**config.mk**
```make
export PLATFORM = sky130hd
export DESIGN_NAME = addr8u_check_stage
export DESIGN_NICKNAME = d
export VERILOG_FILES = /design/src/rtl/addr8u_check_stage.sv
export SDC_FILE = /design/constraint.sdc
export NUM_CORES = 1
export LEC_CHECK = 0
export CAP_MARGIN = 5
export CORE_ASPECT_RATIO = 1.4
export CORE_UTILIZATION = 48
export CTS_BUF_LIST = sky130_fd_sc_hd__clkbuf_4 sky130_fd_sc_hd__clkbuf_8
export CTS_CLUSTER_DIAMETER = 30
export CTS_CLUSTER_SIZE = 10
export DETAILED_ROUTE_END_ITERATION = 12
export PLACE_DENSITY = 0.92
export SLEW_MARGIN = 25
export SYNTH_ARGS = -nofsm -noshare
export SYNTH_HDL_FRONTEND = slang
export SYNTH_SLANG_ARGS = --single-unit
```
**constraint.sdc**
```tcl
create_clock -name clk -period 3.5 [get_ports clk]
set_input_delay 0.7 -clock clk [delete_from_list [all_inputs] [get_ports clk]]
set_output_delay 0.7 -clock clk [all_outputs]
set_load 0.1 [all_outputs]
```
**src/rtl/addr8u_check_stage.sv**
```systemverilog
// addr8u_check_stage: checks an 8-bit unsigned adder result against a
// golden sum, registers it through a 1-deep slot, and logs mismatches.
//
// Ports:
//   clk, rst            clock, synchronous active-high reset
//   in_valid/in_ready   upstream handshake
//   in_a, in_b, in_o    adder operands and the adder's 9-bit result
//   out_valid/out_ready downstream handshake
//   out_sum, out_err    registered sum and mismatch flag
//   err_cnt, err_sticky saturating mismatch count, sticky flag
//   first_a/_b/_o       capture of the first mismatch
//   clr_cnt             clears count, sticky flag and capture
module addr8u_check_stage #(
  parameter bit CORRECT = 1'b0,
  parameter int CNT_W   = 16
) (
  input  logic             clk,
  input  logic             rst,
  input  logic             in_valid,
  output logic             in_ready,
  input  logic [7:0]       in_a,
  input  logic [7:0]       in_b,
  input  logic [8:0]       in_o,
  output logic             out_valid,
  input  logic             out_ready,
  output logic [8:0]       out_sum,
  output logic             out_err,
  output logic [CNT_W-1:0] err_cnt,
  output logic             err_sticky,
  output logic [7:0]       first_a,
  output logic [7:0]       first_b,
  output logic [8:0]       first_o,
  input  logic             clr_cnt
);

  typedef enum logic {
    EMPTY,
    FULL
  } slot_e;

  typedef enum logic {
    CLEAN,
    FAULTED
  } cap_e;

  slot_e slot_q, slot_d;
  cap_e  cap_q, cap_d;

  logic [8:0]       golden;
  logic             mis;
  logic             acc;
  logic [8:0]       sum_d;
  logic             err_d;
  logic [CNT_W-1:0] cnt_base;
  logic [CNT_W-1:0] cnt_d;
  logic [7:0]       fa_d;
  logic [7:0]       fb_d;
  logic [8:0]       fo_d;

  assign golden     = {1'b0, in_a} + {1'b0, in_b};
  assign mis        = golden != in_o;
  assign out_valid  = slot_q == FULL;
  assign in_ready   = !out_valid || out_ready;
  assign acc        = in_valid && in_ready;
  assign err_sticky = cap_q == FAULTED;

  // Output slot
  always_comb begin
    slot_d = slot_q;
    sum_d  = out_sum;
    err_d  = out_err;
    unique case (slot_q)
      EMPTY: if (acc) slot_d = FULL;
      FULL: begin
        if (!acc && out_ready)
          slot_d = EMPTY;
      end
      default: slot_d = EMPTY;
    endcase
    if (acc) begin
      sum_d = (CORRECT && mis) ? golden : in_o;
      err_d = mis;
    end
  end

  // Mismatch capture: a clear applies first, so a
  // mismatch in the same cycle lands on clean state.
  always_comb begin
    cnt_base = clr_cnt ? '0 : err_cnt;
    cap_d    = clr_cnt ? CLEAN : cap_q;
    fa_d     = clr_cnt ? 8'h00 : first_a;
    fb_d     = clr_cnt ? 8'h00 : first_b;
    fo_d     = clr_cnt ? 9'h000 : first_o;
    cnt_d    = cnt_base;
    if (acc && mis) begin
      if (cnt_base != '1)
        cnt_d = cnt_base + CNT_W'(1);
      if (cap_d == CLEAN) begin
        cap_d = FAULTED;
        fa_d  = in_a;
        fb_d  = in_b;
        fo_d  = in_o;
      end
    end
  end

  always_ff @(posedge clk) begin
    if (rst) begin
      slot_q  <= EMPTY;
      cap_q   <= CLEAN;
      out_sum <= '0;
      out_err <= 1'b0;
      err_cnt <= '0;
      first_a <= '0;
      first_b <= '0;
      first_o <= '0;
    end else begin
      slot_q  <= slot_d;
      cap_q   <= cap_d;
      out_sum <= sum_d;
      out_err <= err_d;
      err_cnt <= cnt_d;
      first_a <= fa_d;
      first_b <= fb_d;
      first_o <= fo_d;
    end
  end

endmodule

```
==> PnR_summary.wiki <==
{| class="wikitable"
! Metric !! Value
|-
| Syn nets || 322
|-
| Slew @ Worst Pin || 1.01 ns
|-
| EDFF count, synth || 0
|-
| Initial antenna violation count || 0
|-
| Sum of overflow across all layers after global routing || 0
|-
| Weighted congestion at the end of routability-driven global placement || 0.914
|-
| Compound-gate portion of the synthesized area || 23.3%
|-
| Clk pwr share || 23.5%
|-
| Number of vias in the routed layout || 2602
|-
| Top flip-flop cell by instance count after synthesis || sky130_fd_sc_hd__dfxtp_1
|-
| Most frequent cells in the layout || sky130_fd_sc_hd__clkdlybuf4s50_1, sky130_fd_sc_hd__dfxtp_1, sky130_fd_sc_hd__nand2_1
|-
| Utilization after layout || 71.1%
|-
| All-Layer GR Usage || 27.1%
|-
| Max Cap Viol || 0
|-
| Ports || 84
|-
| Fraction of power spent switching nets || 36.4%
|-
| Post-synthesis mux area share || 1.80%
|-
| Bufs on Longest Clock Path || 2
|-
| Post-Synth XOR/XNOR Area || 4.38%
|-
| Inserted Clock Buffers || 5
|-
| Count of buffers from port buffering || just over 80
|-
| Combinational fraction of design power || 32.3%
|-
| Effective utilization at floorplan || 49.8%
|-
| Seq/Total Area, Yosys || between 40% and 50%
|-
| Signed area change from the synthesized netlist to the final layout || 42.7%
|-
| Max-slew violation count || 0
|-
| Clock tree skew after final layout || about 0.0087 ns
|-
| Time the worst path needs with I/O delays and setup || 3.34 ns
|-
| RSZ-0062 raised after global routing || false
|-
| Per-instance average area after synthesis || approximately 9.1 um^2
|-
| Detailed Routing Iterations Pass 1 || 4
|-
| Static leakage || 1.45 nW
|-
| WL per Instance || 16.2 um
|-
| Vias in the first global route || roughly 2600
|-
| Max transition margin || 32.4%
|-
| Simple-gate portion of the synthesized area || between 20% and 30%
|-
| Adder-cell share of the synthesized area || 5.16%
|-
| Required @ worst endpoint || 3.70 ns
|-
| Period utilisation layout || 95.3%
|-
| Power density over cell area || between 300 and 400 nW/um^2
|-
| Max Clk Rate || between 200 and 300 MHz
|-
| Most frequent standard cell in the layout excluding fill and tap cells || sky130_fd_sc_hd__clkdlybuf4s50_1
|-
| CTS resizes || 0
|-
| Residual DRC || 0
|-
| Post-synthesis cell count || 282
|-
| Clk sinks || 53
|-
| Violation count after the first detailed-routing iteration || 192
|-
| HP Class || reg -> reg
|-
| Setup crit start kind || input port
|-
| Int Pwr || 0.924 mW
|-
| Area of the mapped netlist || ~2600 um^2
|-
| Clock latency on the worst-skew pair || 0.30 ns
|-
| Count of fill cells added during filler insertion || 420
|-
| Setup violators final || 0
|-
| Final nets || 420
|-
| Area of the core region || roughly 5200 um^2
|-
| Row Count || 31
|-
| Antenna cells || 0
|-
| Height of the die || a little under 90 um
|-
| Total power || 1.45 mW
|-
| Fraction of registers with async set/reset || 0%
|-
| Layout cell share with drive strength beyond 1 || 11.0%
|-
| Die X || between 60 and 70 um
|-
| Root buffer cell || sky130_fd_sc_hd__clkbuf_8
|-
| Number of levels in the clock H-tree || 2
|-
| Detailed-route wire length || 7.24 mm
|-
| Per-cell via count in the routed design || 5.82
|-
| Pin count of the biggest net entering global routing || 26
|-
| Wire length of the first global-routing pass || 11.9 mm
|-
| Count of warnings emitted by yosys || 0
|-
| Total Neg Setup Slack || 0 ns
|-
| Main combinational cell family by area after synthesis || compound AO/OA/AOI/OAI gates
|-
| Share of total power in sequential cells || 44.2%
|-
| Psw || between 0.5 and 0.6 mW
|-
| Worst setup path category || in -> reg
|-
| Remaining antenna violation count || 0
|-
| Die ar. || 5650 um^2
|-
| Library cells used by synthesis || 51
|-
| Highest net fanout along the worst path || 25
|-
| TritonCTS clock tree || done
|-
| Synthesized flop and latch total || 53
|-
| Capturing element type of the critical path || flip-flop
|-
| Hold violation total from the final report || 0
|-
| Max rail drop VDD || 256 uV
|-
| Clock Pin Slew Worst Setup and Hold Paths || 0.09 ns
|-
| Estimated wirelength of the detail-placed design || 5.41 mm
|-
| Data arrival at the endpoint of the critical path || 3.53 ns
|-
| Result of the run || completed
|}
==> logic make-up after synthesis <==
logic type,after synthesis
AOI/OAI and AO/OA,81
xor gates and xnor gates,12
buffers and inverters,16
muxes,4
adders and majority gates,10
DFF,53
and+or+nand+nor,106
==> per-layer routing <==
layer  wire (um)  track usage (%)  vias to the layer above
li1            -                -                     1240
met1        2690             28.7                     1227
met2        3880             49.1                      114
met3         427             5.03                       21
met4         240             17.6                        0
met5           0                0                        -
==> registers in the layout, summed over array words and instances (netlist names) <==
signal      flops
first_a         8
out_valid       1
first_b         8
out_err         1
err_cnt        16
first_o         9
err_sticky      1
out_sum         9
==> per-stage QoR <==
stage	instances	area, um^2	hold WS (ns)	setup WS (ns)
floorplan	282	2570	0.829	0.402
global placement	438	3570	0.442	-0.0770
detailed placement	438	3570	0.447	-0.134
CTS	446	3660	0.459	0.144
global route	447	3670	0.485	0.0107
finish	447	3670	0.459	0.163
==> timing repair <==
item,4_1_cts,5_1_grt
setup buffers,0,1
endpoints found under the setup margin,0,3
hold buffers,0,0
==> final cells by class <==
type / instances / area (um^2) / share of cell area [%]
clock buffers: 6 / 76.3 / 2.08
clock inverters: 2 / 10.0 / 0.273
inverters: 6 / 22.5 / 0.614
multi-input cells: 213 / 1440 / 39.2
flip-flops and latches: 53 / 1060 / 28.9
well taps: 66 / 82.6 / 2.25
repair buffers: 101 / 978 / 26.7
==> worst max-delay path, cell delays in order <==
cell and delay, ns:
sky130_fd_sc_hd__clkdlybuf4s50_1 0.49, sky130_fd_sc_hd__ha_1 0.20, sky130_fd_sc_hd__fa_1 0.45, sky130_fd_sc_hd__xor2_1 0.16, sky130_fd_sc_hd__a311oi_1 0.22, sky130_fd_sc_hd__o2111a_1 0.22
sky130_fd_sc_hd__nand4_1 0.21, sky130_fd_sc_hd__o31ai_4 0.39, sky130_fd_sc_hd__nor3_2 0.09, sky130_fd_sc_hd__buf_12 0.17, sky130_fd_sc_hd__a22o_1 0.23
==> Yosys cell counts, drive strengths merged (6+ instances only) <==
cell | count | area [um^2]
a22o | 25 | 219
nand2 | 39 | 146
xor2 | 7 | 61.3
ha | 9 | 113
nor3 | 7 | 40.0
buf | 6 | 35.0
nand4 | 7 | 43.8
nor2b | 7 | 43.8
nand3 | 8 | 40.0
nor2 | 14 | 52.6
or3 | 6 | 37.5
dfxtp | 53 | 1060
a21oi | 24 | 120
==> power by group through the flow <==
| stage | Clock (mW) | Combinational [mW] | Sequential, mW |
|---|---|---|---|
| after CTS | 0.346 | 0.466 | 0.642 |
| after global routing | 0.370 | 0.492 | 0.645 |
| after global placement | 0 | 0.455 | 0.656 |
| final | 0.341 | 0.469 | 0.642 |
| after floorplan | 0 | 0.140 | 0.836 |
| after detailed placement | 0 | 0.463 | 0.656 |
==> worst paths after layout <==
check / cells past startpoint / to / from / slack, ns
worst max-delay path: 11 / first_a[0]$_SDFF_PP0_ / in_b[0] / 0.16
worst min-delay path: 2 / out_sum[8]$_SDFFE_PP0P_ / out_sum[8]$_SDFFE_PP0P_ / 0.46
worst max register to register: 7 / err_cnt[3]$_SDFF_PP0_ / err_cnt[0]$_SDFF_PP0_ / 1.21
worst min register to register: 2 / out_sum[8]$_SDFFE_PP0P_ / out_sum[8]$_SDFFE_PP0P_ / 0.46
No activity file was read; power rests on OpenSTA's default activity.
